`config.mk`:
```
export PLATFORM = sky130hd
export DESIGN_NAME = uno_seq
export DESIGN_NICKNAME = d
export VERILOG_FILES = /design/src/rtl/uno_seq.sv
export SDC_FILE = /design/constraint.sdc
export NUM_CORES = 1
export LEC_CHECK = 0
export ABC_CLOCK_PERIOD_IN_PS = 7130
export CAP_MARGIN = 20
export CORE_ASPECT_RATIO = 1.1
export CORE_UTILIZATION = 43
export DETAILED_ROUTE_END_ITERATION = 8
export PLACE_DENSITY_LB_ADDON = 0.05
export SLEW_MARGIN = 20
export SYNTH_ARGS = -nofsm -noshare
export SYNTH_HDL_FRONTEND = slang
export SYNTH_SLANG_ARGS = --single-unit
```
`constraint.sdc`:
```
create_clock -name clk -period 7.13 [get_ports clk]
set_input_delay 1.7825 -clock clk [delete_from_list [all_inputs] [get_ports clk]]
set_output_delay 1.7825 -clock clk [all_outputs]
set_load 0.02 [all_outputs]
```
`src/rtl/uno_seq.sv`:
```
// Command sequencer for one uno PE: streams MAC operand beats or issues Horner steps plus a
// scale/offset step, then captures the PE's registered result into a one-entry output buffer.
module uno_seq #(
  parameter int MAC_BW     = 12,
  parameter int POLY_ORDER = 3,
  parameter int LEN_W      = 8,
  parameter int CADDR_W    = 4
) (
  input  logic                  clk,
  input  logic                  rst,
  input  logic                  cmd_valid,
  output logic                  cmd_ready,
  input  logic [1:0]            cmd_op,
  input  logic [LEN_W-1:0]      cmd_len,
  input  logic [MAC_BW-1:0]     cmd_x,
  input  logic [MAC_BW-1:0]     cmd_y,
  input  logic [2*MAC_BW-1:0]   cmd_z,
  input  logic                  in_valid,
  output logic                  in_ready,
  input  logic [MAC_BW-1:0]     in_x,
  input  logic [MAC_BW-1:0]     in_y,
  output logic [1:0]            pe_op,
  output logic [MAC_BW-1:0]     pe_x,
  output logic [MAC_BW-1:0]     pe_y,
  output logic [2*MAC_BW-1:0]   pe_z,
  output logic [CADDR_W-1:0]    pe_coeff_addr,
  output logic                  pe_first_cycle,
  output logic                  pe_last_cycle,
  output logic                  pe_acc_en,
  input  logic [2*MAC_BW-1:0]   pe_result,
  output logic                  res_valid,
  input  logic                  res_ready,
  output logic [2*MAC_BW-1:0]   res_data,
  output logic                  busy
);

  localparam int RW     = 2 * MAC_BW;
  localparam int KW     = CADDR_W - 2;
  localparam int STEP_W = CADDR_W - 1;
  localparam logic [STEP_W-1:0] LAST_STEP = STEP_W'(POLY_ORDER);

  typedef enum logic [1:0] {S_IDLE, S_MAC_RUN, S_POLY_RUN, S_DRAIN} state_t;

  state_t              r_state;
  state_t              w_next;
  logic [1:0]          r_op;
  logic [LEN_W-1:0]    r_cnt;
  logic [STEP_W-1:0]   r_step;
  logic                r_started;
  logic                r_res_valid;
  logic [RW-1:0]       r_res_data;
  logic [MAC_BW-1:0]   r_x;
  logic [MAC_BW-1:0]   r_y;
  logic [RW-1:0]       r_z;

  logic w_accept;
  logic w_beat;
  logic w_cnt_zero;
  logic w_poly_last;

  // The result buffer may be emptied in the same cycle a new command is taken.
  assign cmd_ready   = (r_state == S_IDLE) & (~r_res_valid | res_ready) & ~rst;
  assign w_accept    = cmd_valid & cmd_ready;
  assign w_cnt_zero  = (r_cnt == '0);
  assign in_ready    = (r_state == S_MAC_RUN) & ~w_cnt_zero;
  assign w_beat      = in_ready & in_valid;
  assign w_poly_last = (r_step == LAST_STEP);
  assign busy        = (r_state != S_IDLE);
  assign res_valid   = r_res_valid;
  assign res_data    = r_res_data;

  always_ff @(posedge clk or posedge rst) begin
    if (rst) begin
      r_state <= S_IDLE;
    end else begin
      r_state <= w_next;
    end
  end

  always_comb begin
    w_next = r_state;
    case (r_state)
      S_IDLE: begin
        if (w_accept) w_next = (cmd_op == 2'b00) ? S_MAC_RUN : S_POLY_RUN;
      end
      S_MAC_RUN: begin
        // A zero-length command still spends one cycle loading z into the PE.
        if (w_cnt_zero || (w_beat && (r_cnt == LEN_W'(1)))) w_next = S_DRAIN;
      end
      S_POLY_RUN: begin
        if (w_poly_last) w_next = S_DRAIN;
      end
      S_DRAIN: begin
        w_next = S_IDLE;
      end
      default: begin
        w_next = S_IDLE;
      end
    endcase
  end

  always_comb begin
    pe_op          = 2'b00;
    pe_x           = '0;
    pe_y           = '0;
    pe_z           = '0;
    pe_coeff_addr  = '0;
    pe_first_cycle = 1'b0;
    pe_last_cycle  = 1'b0;
    pe_acc_en      = 1'b0;
    case (r_state)
      S_MAC_RUN: begin
        pe_op     = r_op;
        pe_x      = w_beat ? in_x : '0;
        pe_y      = w_beat ? in_y : '0;
        // Before the first beat keep reloading z; afterwards idle cycles add zero.
        pe_acc_en = r_started;
        pe_z      = r_started ? '0 : r_z;
      end
      S_POLY_RUN: begin
        pe_op = r_op;
        pe_x  = r_x;
        pe_y  = r_y;
        if (w_poly_last) begin
          pe_last_cycle = 1'b1;
        end else begin
          pe_coeff_addr  = {r_op, r_step[KW-1:0]};
          pe_first_cycle = (r_step == '0);
        end
      end
      S_DRAIN: begin
        pe_op = r_op;
      end
      default: begin
        pe_op = 2'b00;
      end
    endcase
  end

  always_ff @(posedge clk or posedge rst) begin
    if (rst) begin
      r_op      <= 2'b00;
      r_cnt     <= '0;
      r_step    <= '0;
      r_started <= 1'b0;
    end else if (w_accept) begin
      r_op      <= cmd_op;
      r_cnt     <= cmd_len;
      r_step    <= '0;
      r_started <= 1'b0;
    end else begin
      if (w_beat) begin
        r_cnt     <= r_cnt - LEN_W'(1);
        r_started <= 1'b1;
      end
      if ((r_state == S_POLY_RUN) && !w_poly_last) begin
        r_step <= r_step + STEP_W'(1);
      end
    end
  end

  // Operands only matter after an accept, so they carry no reset.
  always_ff @(posedge clk) begin
    if (w_accept) begin
      r_x <= cmd_x;
      r_y <= cmd_y;
      r_z <= cmd_z;
    end
  end

  // Buffer is guaranteed empty in DRAIN because accept waited for it to free up.
  always_ff @(posedge clk or posedge rst) begin
    if (rst) begin
      r_res_valid <= 1'b0;
      r_res_data  <= '0;
    end else if (r_state == S_DRAIN) begin
      r_res_valid <= 1'b1;
      r_res_data  <= pe_result;
    end else if (r_res_valid && res_ready) begin
      r_res_valid <= 1'b0;
    end
  end

endmodule

```
==> metrics.md, run 1 <==
| Metric | Value |
|---|---|
| Die extent in x | 92.51 um |
| Fin Hold WS | 0.4997 ns |
| PwrDens | ~370 mW/mm2 |
| Fin crit period | roughly 5.6 ns |
| CTS Sinks | just under 90 |
| Global-route wire length before repair | ~15000 um |
| Largest net degree at the start of global routing | 44 |
| Drt via density | approximately 5.0 |
| Worst slew pin tran | 0.9734 ns |
| CTS Buffer Depth | 2 |
| CP arrival | 3.80 ns |
| Fmax | around 180 MHz |
| Fin. Hold Viols | 0 |
| Status | finished clean |
| Req. time, crit path | 5.35 ns |
| Largest cells by area after synthesis | edfxtp_1 (37%), dfrtp_1 (26%), mux2_2 (7.3%) |
| Slew headroom | 0.3511 |
| Synth unique cells | 35 |
| GRT busiest layer | met2 |
| Root Buffer | clkbuf_8 |
| Endpoints failing setup | 0 |
| Gr ovfl total | 0 |
| Post_cts resized | 0 |
| Initial antenna violation count | 0 |
| Die H | 101.6 um |
| Max-slew violation count | 0 |
| Row cnt | 35 |
| Met3 Usage GRT | 0.05556 |
| Die Area | about 0.0094 mm2 |
| Initial Util | 0.4538 |
| Critical path class | primary input to primary output |
| Sequential fraction of the synthesis area | 0.6367 |
| Core Region | between 0.008 and 0.009 mm2 |
| Number of antenna repair diodes | 0 |
| Routed WL per cell | roughly 15 um |
| Detailed placer's ending HPWL | roughly 7000 um |
| DRC errors left | 0 |
| Met1 Usage GRT | 0.2466 |
| Area grow syn2layout | 58.44% |
| Synth area leader | edfxtp_1 |
| Tot GR Track Use | 0.2051 |
| CP max FO | 28 |
| Hold_buf cts | 0 |
| CP startpoint kind | primary input |
| Reg clk slew, reported paths | roughly 0.08 ns |
| Most frequent cells in the layout | clkdlybuf4s50_1 (195), edfxtp_1 (48), dfrtp_1 (41) |
| # IOs | a little under 200 |
| Static Leak | approximately 0.0023 uW |
| Sum Neg Setup Slack | 0 ns |
| Clock latency on the worst-skew pair | ~0.35 ns |
| Drt total wl | ~9500 um |
| TritonCTS clock tree | yes |
| # fillers | between 600 and 700 |
| Port-buffer cells | approximately 200 |
| DR pass1 iterations | 4 |
| Initial drt markers | 85 |
| Peak supply drop | around 270 uV |
| Tightest Hold Check Type | flip-flop to flip-flop |
| GR Util met2 | 0.3481 |
| Synthesized cell area | a little under 0.004 mm2 |
| RD Place Congestion | 0.8099 |
| EDFF count, synth | 48 |
| Post-synth top area share | 0.3720 |
| Vias in the first global route | around 3100 |
| Max-cap violation count | 0 |
| Layout cell share with drive strength beyond 1 | 0.1036 |
| Post-synthesis net count | around 420 |
| Synthesized area per cell | ~13 um2 |
| Vias | 3035 |
| Synth warn | 0 |
| RSZ-0062 raised after global routing | no |
| Final worst slack | approximately 1.5 ns |
| Mapped Cells | a little over 300 |
| Top FF cell, synth | edfxtp_1 |
| Final worst path period share | 0.7833 |
| Synth Register Bits | around 90 |
| CTS Buf Count | 9 |
| ANT nets after route | 0 |
| Number of setup buffers added after CTS | 0 |
| Depth of the CTS H-tree | 3 |
| Most common cell after layout, fill and taps aside | clkdlybuf4s50_1 |
| Nets@finish | 618 |
| Critical path capture point type | primary output |
| Layout Skew | about 0.012 ns |
| Post-Place Worst Slack | between 1.5 and 2 ns |
| Async set-reset flop share out of synthesis | 0.4607 |
[layout make-up]
cell class                 count  area, um2  area share
timing repair buffer         198       1974      0.3216
inverter                      13      48.80    0.007948
sequential                    89       2467      0.4019
tap                          111      138.9     0.02262
clock inverter                 6      47.55    0.007744
multi-input combinational    186       1314      0.2140
clock buffer                  10      148.9     0.02425
[stage by stage]
| step | utilization | power (uW) | std cells | cell area [um2] |
|---|---|---|---|---|
| CTS | 0.7184 | 2325 | 613 | 6135 |
| detailed placement | 0.6954 | 1984 | 597 | 5938 |
| floorplan | - | 1460 | 303 | 3875 |
| global placement | 0.6954 | 1955 | 597 | 5938 |
| global route | 0.7190 | 2446 | 613 | 6140 |
| finish | 0.7190 | 2299 | 613 | 6140 |
[per-layer routing]
metal	up-vias	wire, um
met5	-	0
met4	0	191
met3	13	761
met2	137	4732
met1	1424	3788
li1	1461	-
[final timing paths]
| path | from | end | slack (ns) | cells past startpoint |
|---|---|---|---|---|
| setup reg to reg | r_state[0]$_DFFE_PP0P_ | r_state[0]$_DFFE_PP0P_ | 4.50 | 5 |
| max in group asynchronous | rst | res_data[11]$_DFFE_PP0P_ | 4.84 | 3 |
| min in group asynchronous | rst | r_cnt[5]$_DFFE_PP0P_ | 1.91 | 3 |
| hold / removal | r_op[0]$_DFFE_PP0P_ | r_op[0]$_DFFE_PP0P_ | 0.50 | 2 |
| hold reg to reg | r_op[0]$_DFFE_PP0P_ | r_op[0]$_DFFE_PP0P_ | 0.50 | 2 |
| setup / recovery | in_valid | pe_y[2] | 1.55 | 7 |
[flip-flops by register name, summed over array words and instances (netlist names)]
register   cells
r_y           12
r_cnt          8
r_x           12
r_started      1
r_step         3
r_state        2
r_op           2
res_data      24
r_z           24
res_valid      1
[worst max-delay path, cell delays in order]
cell             delay (ns)
clkdlybuf4s50_1        0.52
nand2_1                0.09
a31oi_2                0.14
buf_4                  0.32
a22oi_1                0.12
nor2_1                 0.17
clkdlybuf4s50_1        0.65
[synthesized netlist by cell type (3+ instances only)]
cell type and n:
edfxtp_1 48, xnor2_1 5, clkbuf_1 13, nor2_1 35
a31oi_1 4, o21ai_0 5, dfrtp_1 41, ha_1 10
inv_1 13, mux2_2 25, nand2_1 14, a22oi_1 24
a211oi_1 3, a21oi_1 5, nor2b_1 4, and2_1 30
[report_power, final]
part	internal [uW]	total (uW)	leakage [uW]	switching (uW)
registers	690	775	0.000916	84.8
clock network	152	335	0.0000988	183
logic	578	1190	0.00131	611
total	1420	2300	0.00233	879
[cells by family (layout without fill, tap and decap cells)]
logic type | after synthesis | in the layout | share of synthesized area
flops | 89 | 89 | 0.6367
simple gates | 97 | 97 | 0.1301
xor+xnor | 5 | 5 | 0.01130
compound gates | 47 | 47 | 0.08459
buf+inv | 28 | 227 | 0.02713
fa+ha+maj | 10 | 10 | 0.03229
mux | 27 | 27 | 0.07782
Note: power is estimated with default switching activity, not from simulation.
==> run 2: changes to the inputs <==
- ABC_CLOCK_PERIOD_IN_PS: 7130 -> 4500
- CORE_UTILIZATION: 43 -> 36
- clock period: 7.13 -> 4.5 ns (I/O delays scaled with it)
==> run 2 against run 1 <==
  * Flip-flop and latch count unchanged
  * Register-to-register slack worse by 2.2 ns
  * Power is 66% higher
  * Combinational power up 59%
  * Final area is 2.8% higher
  * Sequential power grew 59%
  * Clock skew is 0.0061 ns lower
==> metrics.md, run 2 (synthesis results as in run 1) <==
| Metric | Value |
|---|---|
| Area grow syn2layout | 62.80% |
| Fin Hold WS | 0.5020 ns (+0.002250 ns) |
| Max stage delay on crit path | 0.64 ns (about the same) |
| Status | finished clean |
| DR pass1 iterations | 4 (unchanged) |
| Final worst path period share | 0.9227 |
| Final instance area | 0.006309 mm2 (+2.8%) |
| Critical path class | primary input to primary output |
| # fillers | 896 (+44%) |
| CTS Sinks | 89 (unchanged) |
| Hold path startpoint | res_data[23]$_DFFE_PP0P_ |
| FF-to-FF Start | r_state[0]$_DFFE_PP0P_ |
| Global-route wire length before repair | 15050 um (+2.1%) |
| Depth of the CTS H-tree | 3 (unchanged) |
| Number of setup buffers added after CTS | 0 (unchanged) |
| Reg clk slew, reported paths | 0.06 ns (-0.02 ns) |
| Crit-path cells | clkdlybuf4s50_1 > nand2_1 > a31oi_2 > buf_12 > a22oi_1 > nor2_1 > clkdlybuf4s50_1 |
| Layout Skew | 0.006275 ns (-0.006139 ns) |
| Multi-input gate area | 0.001311 mm2 (-0.19%) |
| R2r worst-path depth | 6 (+1) |
| Initial drt markers | 123 (+45%) |
| Worst slew pin tran | 0.7709 ns (-0.2024 ns) |
| DRC errors left | 0 (unchanged) |
| Hold_buf cts | 0 (unchanged) |
| Initial antenna violation count | 0 (unchanged) |
| Non-filler cells, final | 648 (+5.7%) |
| Peak supply drop | 391.4 uV (+46%) |
| Gr ovfl total | 0 (unchanged) |
| CTS Buf Count | 9 (unchanged) |
| Die H | 110.8 um (+9.1%) |
| Fin. Hold Viols | 0 (unchanged) |
| Die extent in x | 100.9 um (+9.1%) |
| Crit path max-delay family | buffers and inverters |
| Row cnt | 39 (+11%) |
| Register area | 0.002467 mm2 (unchanged) |
| Nets@finish | 621 (+0.49%) |
| WHS Path Cells | 1 (-1) |
| Most common cell after layout, fill and taps aside | clkdlybuf4s50_1 |
| Endpoints failing setup | 0 (unchanged) |
| Hold Path Sink | res_data[23]$_DFFE_PP0P_ |
| Max-cap violation count | 0 (unchanged) |
| CTS Buffer Depth | 2 (unchanged) |
| CP max stage cell | clkdlybuf4s50_1 |
| Number of antenna repair diodes | 0 (unchanged) |
| ANT nets after route | 0 (unchanged) |
| Root Buffer | clkbuf_16 |
| Drt total wl | 9620 um (+1.6%) |
| Port-buffer cells | 195 (unchanged) |
| Routed WL per cell | 14.85 um (-3.9%) |
| Post_cts resized | 0 (unchanged) |
| Placed cells | 632 (+5.9%) |
| TritonCTS clock tree | yes |
| Flop-to-flop setup slack | 2.31 ns (-2.19 ns) |
| Tightest Hold Check Type | flip-flop to flip-flop |
| Drt via density | 4.711 (-4.8%) |
| PwrDens | 606.2 mW/mm2 (+62%) |
| Worst Path Buf+Inv | 3 (unchanged) |
| Max-slew violation count | 0 (unchanged) |
| Largest net degree at the start of global routing | 44 (unchanged) |
| Static Leak | 0.002392 uW (+2.7%) |
| Detailed placer's ending HPWL | 7003 um (-0.46%) |
| Sum Neg Setup Slack | 0 ns (unchanged) |
| Req. time, crit path | 3.38 ns (-1.97 ns) |
| CP arrival | 3.03 ns (-0.77 ns) |
| Vias | 3053 (+0.59%) |
| Clock latency on the worst-skew pair | 0.33 ns (-0.02 ns) |
| CP max FO | 28 (unchanged) |
| Fmax | between 200 and 250 MHz |
| Die Area | 0.01118 mm2 (+19%) |
| RD Place Congestion | 0.7869 (-2.8%) |
| CP startpoint kind | primary input |
| Initial Util | 0.3711 (-0.08270) |
| Layout cell share with drive strength beyond 1 | 0.1010 (-0.002596) |
| Cell repeated most along the worst path | clkdlybuf4s50_1 |
| Reg-to-reg endpoint | r_state[0]$_DFFE_PP0P_ |
| Critical path capture point type | primary output |
| Core Region | 0.01044 mm2 (+22%) |
| # IOs | 196 (unchanged) |
| Slew headroom | 0.4855 (+0.1344) |
| Vias in the first global route | 3062 (unchanged) |
| Fin crit period | just over 4 ns |
| Most frequent cells in the layout | clkdlybuf4s50_1 (195), edfxtp_1 (48), dfrtp_1 (41) |
| Final Core Density | 0.6041 (-0.1149) |
| RSZ-0062 raised after global routing | no |
| Placed cell area | 0.006026 mm2 (+1.5%) |
| Tot GR Track Use | 0.1775 (-0.02763) |
-- run 2: changes by cell type in the layout (fill, tap and decap cells not counted) --
cell / change
buf_12: +2
buf_4: +1
bufinv_16: +1
clkbuf_1: +3
clkbuf_16: +8
clkbuf_8: -9
clkinv_2: +1
clkinv_4: -1
clkinvlp_4: -1
inv_2: +1
inv_6: -3
nor2_1: +1
nor2_2: -1
-- run 2: worst register-to-register path, delay by kind of cell (launching register included) --
kind          cells  cell delay [ns]
flops             1             0.41
fa+ha+maj         1             0.16
mux               1             0.31
buf+inv           2             0.38
simple gates      2             0.82
-- run 2: metal layers --
metal,GRT usage,vias up,part of all wire
li1,-,1470,-
met1,0.2024,1445,0.40
met2,0.3037,129,0.50
met3,0.06494,9,0.085
met4,0.06087,0,0.011
met5,0,-,0
-- run 2: through the flow --
stage	setup slack, ns	power [uW]
finish	0.3476	3824
detailed placement	0.3583	3152
CTS	0.3573	3885
global route	0.2595	4068
floorplan	0.5315	2311
global placement	0.4008	3114
-- run 2: report_power, final --
group	switching (uW)	internal, uW	leakage [uW]	total [uW]
Sequential	133	1100	0.000916	1230
Clock	281	427	0.000138	708
Combinational	957	931	0.00134	1890
Total	1370	2450	0.00239	3820
-- run 2: layout make-up --
class                           instances  area share
Inverter                               13    0.007735
Timing Repair Buffer                  201      0.3205
Clock inverter                          4    0.006942
Sequential cell                        89      0.3911
Tap cell                              143     0.02836
Clock buffer                           12     0.03749
Multi-Input combinational cell        186      0.2079
-- run 2: how the worst max path moves through the flow --
stage,depth (start not counted),slack [ns],start,endpoint
floorplan,4,0.53,rst,r_x[0]$_DFFE_PP_
global placement,7,0.40,in_valid,pe_y[10]
detailed placement,7,0.36,in_valid,pe_x[8]
CTS,7,0.36,in_valid,pe_x[8]
global route,7,0.26,in_valid,pe_x[8]
finish,7,0.35,in_valid,pe_x[8]
==> run 3: changes to the inputs <==
- SLEW_MARGIN: 20 -> default
==> run 3 against run 2 <==
  * Utilization rose by 0.12 points
  * Clock skew fell by 0.0014 ns
  * Power rose by 0.42%
  * Non-clock buffer count rose by 1
  * Hold slack improved by 0.0072 ns
  * Routed wire length rose by 0.15%
  * Combinational power barely moved
==> metrics.md, run 3 (synthesis results as in run 1) <==
| Metric | Value |
|---|---|
| Status | finished clean |
| Routed WL per cell | 14.84 um (about the same) |
| Critical path capture point type | primary output |
| Gr ovfl total | 0 (unchanged) |
| Fin Hold WS | 0.5092 ns (+0.007164 ns) |
| Die H | 110.8 um (unchanged) |
| Area grow syn2layout | 63.13% |
| Drt via density | 4.726 (+0.30%) |
| Final Core Density | 0.6053 (+0.001198) |
| Detailed placer's ending HPWL | 7003 um (unchanged) |
| CP max FO | 28 (unchanged) |
| # fillers | 895 (-0.11%) |
| Fmax | 240.7 MHz (about the same) |
| Slew headroom | 0.4855 (about the same) |
| Number of antenna repair diodes | 0 (unchanged) |
| Max stage delay on crit path | 0.64 ns (about the same) |
| Tightest Hold Check Type | flip-flop to flip-flop |
| Max-cap violation count | 0 (unchanged) |
| Row cnt | 39 (unchanged) |
| # IOs | 196 (unchanged) |
| Port-buffer cells | 195 (unchanged) |
| Cell repeated most along the worst path | clkdlybuf4s50_1 |
| Die Area | 0.01118 mm2 (unchanged) |
| Initial antenna violation count | 0 (unchanged) |
| Placed cell area | 0.006026 mm2 (unchanged) |
| CTS Buffer Depth | 2 (unchanged) |
| Peak supply drop | 429.8 uV (+9.8%) |
| Final worst path period share | 0.9234 (about the same) |
| Layout cell share with drive strength beyond 1 | 0.1008 (-0.0001996) |
| Worst Setup SP | in_valid |
| Crit-path cells | clkdlybuf4s50_1 > nand2_1 > a31oi_2 > buf_12 > a22oi_1 > nor2_1 > clkdlybuf4s50_1 |
| Register area | 0.002467 mm2 (unchanged) |
| Most frequent cells in the layout | clkdlybuf4s50_1 (195), edfxtp_1 (48), dfrtp_1 (41) |
| Global-route wire length before repair | 15050 um (unchanged) |
| CTS Sinks | 89 (unchanged) |
| Static Leak | 0.002401 uW (+0.37%) |
| Depth of the CTS H-tree | 3 (unchanged) |
| Vias in the first global route | 3062 (unchanged) |
| Layout Skew | 0.004857 ns (-0.001418 ns) |
| Hold path startpoint | res_data[23]$_DFFE_PP0P_ |
| CTS Buf Count | 9 (unchanged) |
| Largest net degree at the start of global routing | 44 (unchanged) |
| Fin crit period | 4.155 ns (+0.002712 ns) |
| Root Buffer | clkbuf_16 |
| DR pass1 iterations | 4 (unchanged) |
| Reg clk slew, reported paths | 0.06 ns (about the same) |
| Nets@finish | 622 (+0.16%) |
| Multi-input gate area | 0.001309 mm2 (-0.19%) |
| Sum Neg Setup Slack | 0 ns (unchanged) |
| CP max stage cell | clkdlybuf4s50_1 |
| Endpoints failing setup | 0 (unchanged) |
| Req. time, crit path | 3.38 ns (about the same) |
| FF-to-FF Start | r_state[0]$_DFFE_PP0P_ |
| DRC errors left | 0 (unchanged) |
| Hold_buf cts | 0 (unchanged) |
| PwrDens | 607.5 mW/mm2 (+0.22%) |
| Worst Path Buf+Inv | 3 (unchanged) |
| Fin. Hold Viols | 0 (unchanged) |
| Vias | 3067 (+0.46%) |
| Die extent in x | 100.9 um (unchanged) |
| Drt total wl | 9634 um (+0.15%) |
| Total chip power | 3840 uW (+0.42%) |
| ANT nets after route | 0 (unchanged) |
| TritonCTS clock tree | yes |
| Most common cell after layout, fill and taps aside | clkdlybuf4s50_1 |
| Final instance area | 0.006321 mm2 (+0.20%) |
| Core Region | 0.01044 mm2 (unchanged) |
| Worst slew pin tran | 0.7709 ns (-0.00009245 ns) |
| RSZ-0062 raised after global routing | no |
| Initial Util | 0.3711 (unchanged) |
| CP arrival | 3.03 ns (about the same) |
| Crit path max-delay family | buffers and inverters |
| Max-slew violation count | 0 (unchanged) |
| Post_cts resized | 0 (unchanged) |
| Number of setup buffers added after CTS | 0 (unchanged) |
| Tot GR Track Use | 0.1775 (unchanged) |
| RD Place Congestion | 0.7869 (unchanged) |
| Initial drt markers | 147 (+20%) |
| CP startpoint kind | primary input |
| Clock latency on the worst-skew pair | 0.33 ns (about the same) |
| Critical path class | primary input to primary output |
-- run 3: cell count changes in the layout (fill, tap and decap cells not counted) --
cell / previous run / this run
buf_8: 0 / 1
ha_1: 9 / 10
ha_2: 1 / 0
-- run 3: final cells by class --
| type | instances | share of cell area |
|---|---|---|
| Sequential cell | 89 | 0.3903 |
| Clock buffer | 12 | 0.03741 |
| Tap cell | 143 | 0.02831 |
| Timing Repair Buffer | 202 | 0.3222 |
| Clock inverter | 4 | 0.006928 |
| Multi-Input combinational cell | 186 | 0.2070 |
| Inverter | 13 | 0.007720 |
-- run 3: worst paths after layout --
kind | end | slack, ns | cells past startpoint
setup / recovery | pe_x[8] | 0.34 | 7
hold reg to reg | res_data[23]$_DFFE_PP0P_ | 0.51 | 1
hold / removal | res_data[23]$_DFFE_PP0P_ | 0.51 | 1
setup reg to reg | r_state[0]$_DFFE_PP0P_ | 2.30 | 6
min in group asynchronous | res_data[2]$_DFFE_PP0P_ | 1.27 | 3
max in group asynchronous | res_data[11]$_DFFE_PP0P_ | 2.85 | 3
-- run 3: power breakdown --
part           leakage [uW]  internal [uW]  switching, uW
clock network      0.000138            427            283
registers          0.000916           1100            133
logic               0.00135            940            961
-- run 3: routing by layer --
metal / vias to the layer above / wire length, um / share of wire / GRT usage
li1: 1477 / - / - / -
met1: 1448 / 3894 / 0.40 / 0.2024
met2: 129 / 4776 / 0.50 / 0.3037
met3: 13 / 818 / 0.085 / 0.06494
met4: 0 / 145 / 0.015 / 0.06087
met5: - / 0 / 0 / 0
-- run 3: through the flow --
step           setup slack (ns)  std cells
2_1_floorplan            0.5315        303
3_3_place_gp             0.4008        632
3_5_place_dp             0.3583        632
4_1_cts                  0.3573        648
5_1_grt                  0.2595        649
6_report                 0.3449        649
-- run 3: worst register-to-register path: cells and delay by family, from the launching register on --
family / cells / cell delay, ns
adder cells (fa/ha/maj): 1 / 0.16
flip-flops: 1 / 0.41
buffers and inverters: 2 / 0.38
AND/OR/NAND/NOR: 2 / 0.83
multiplexers: 1 / 0.31
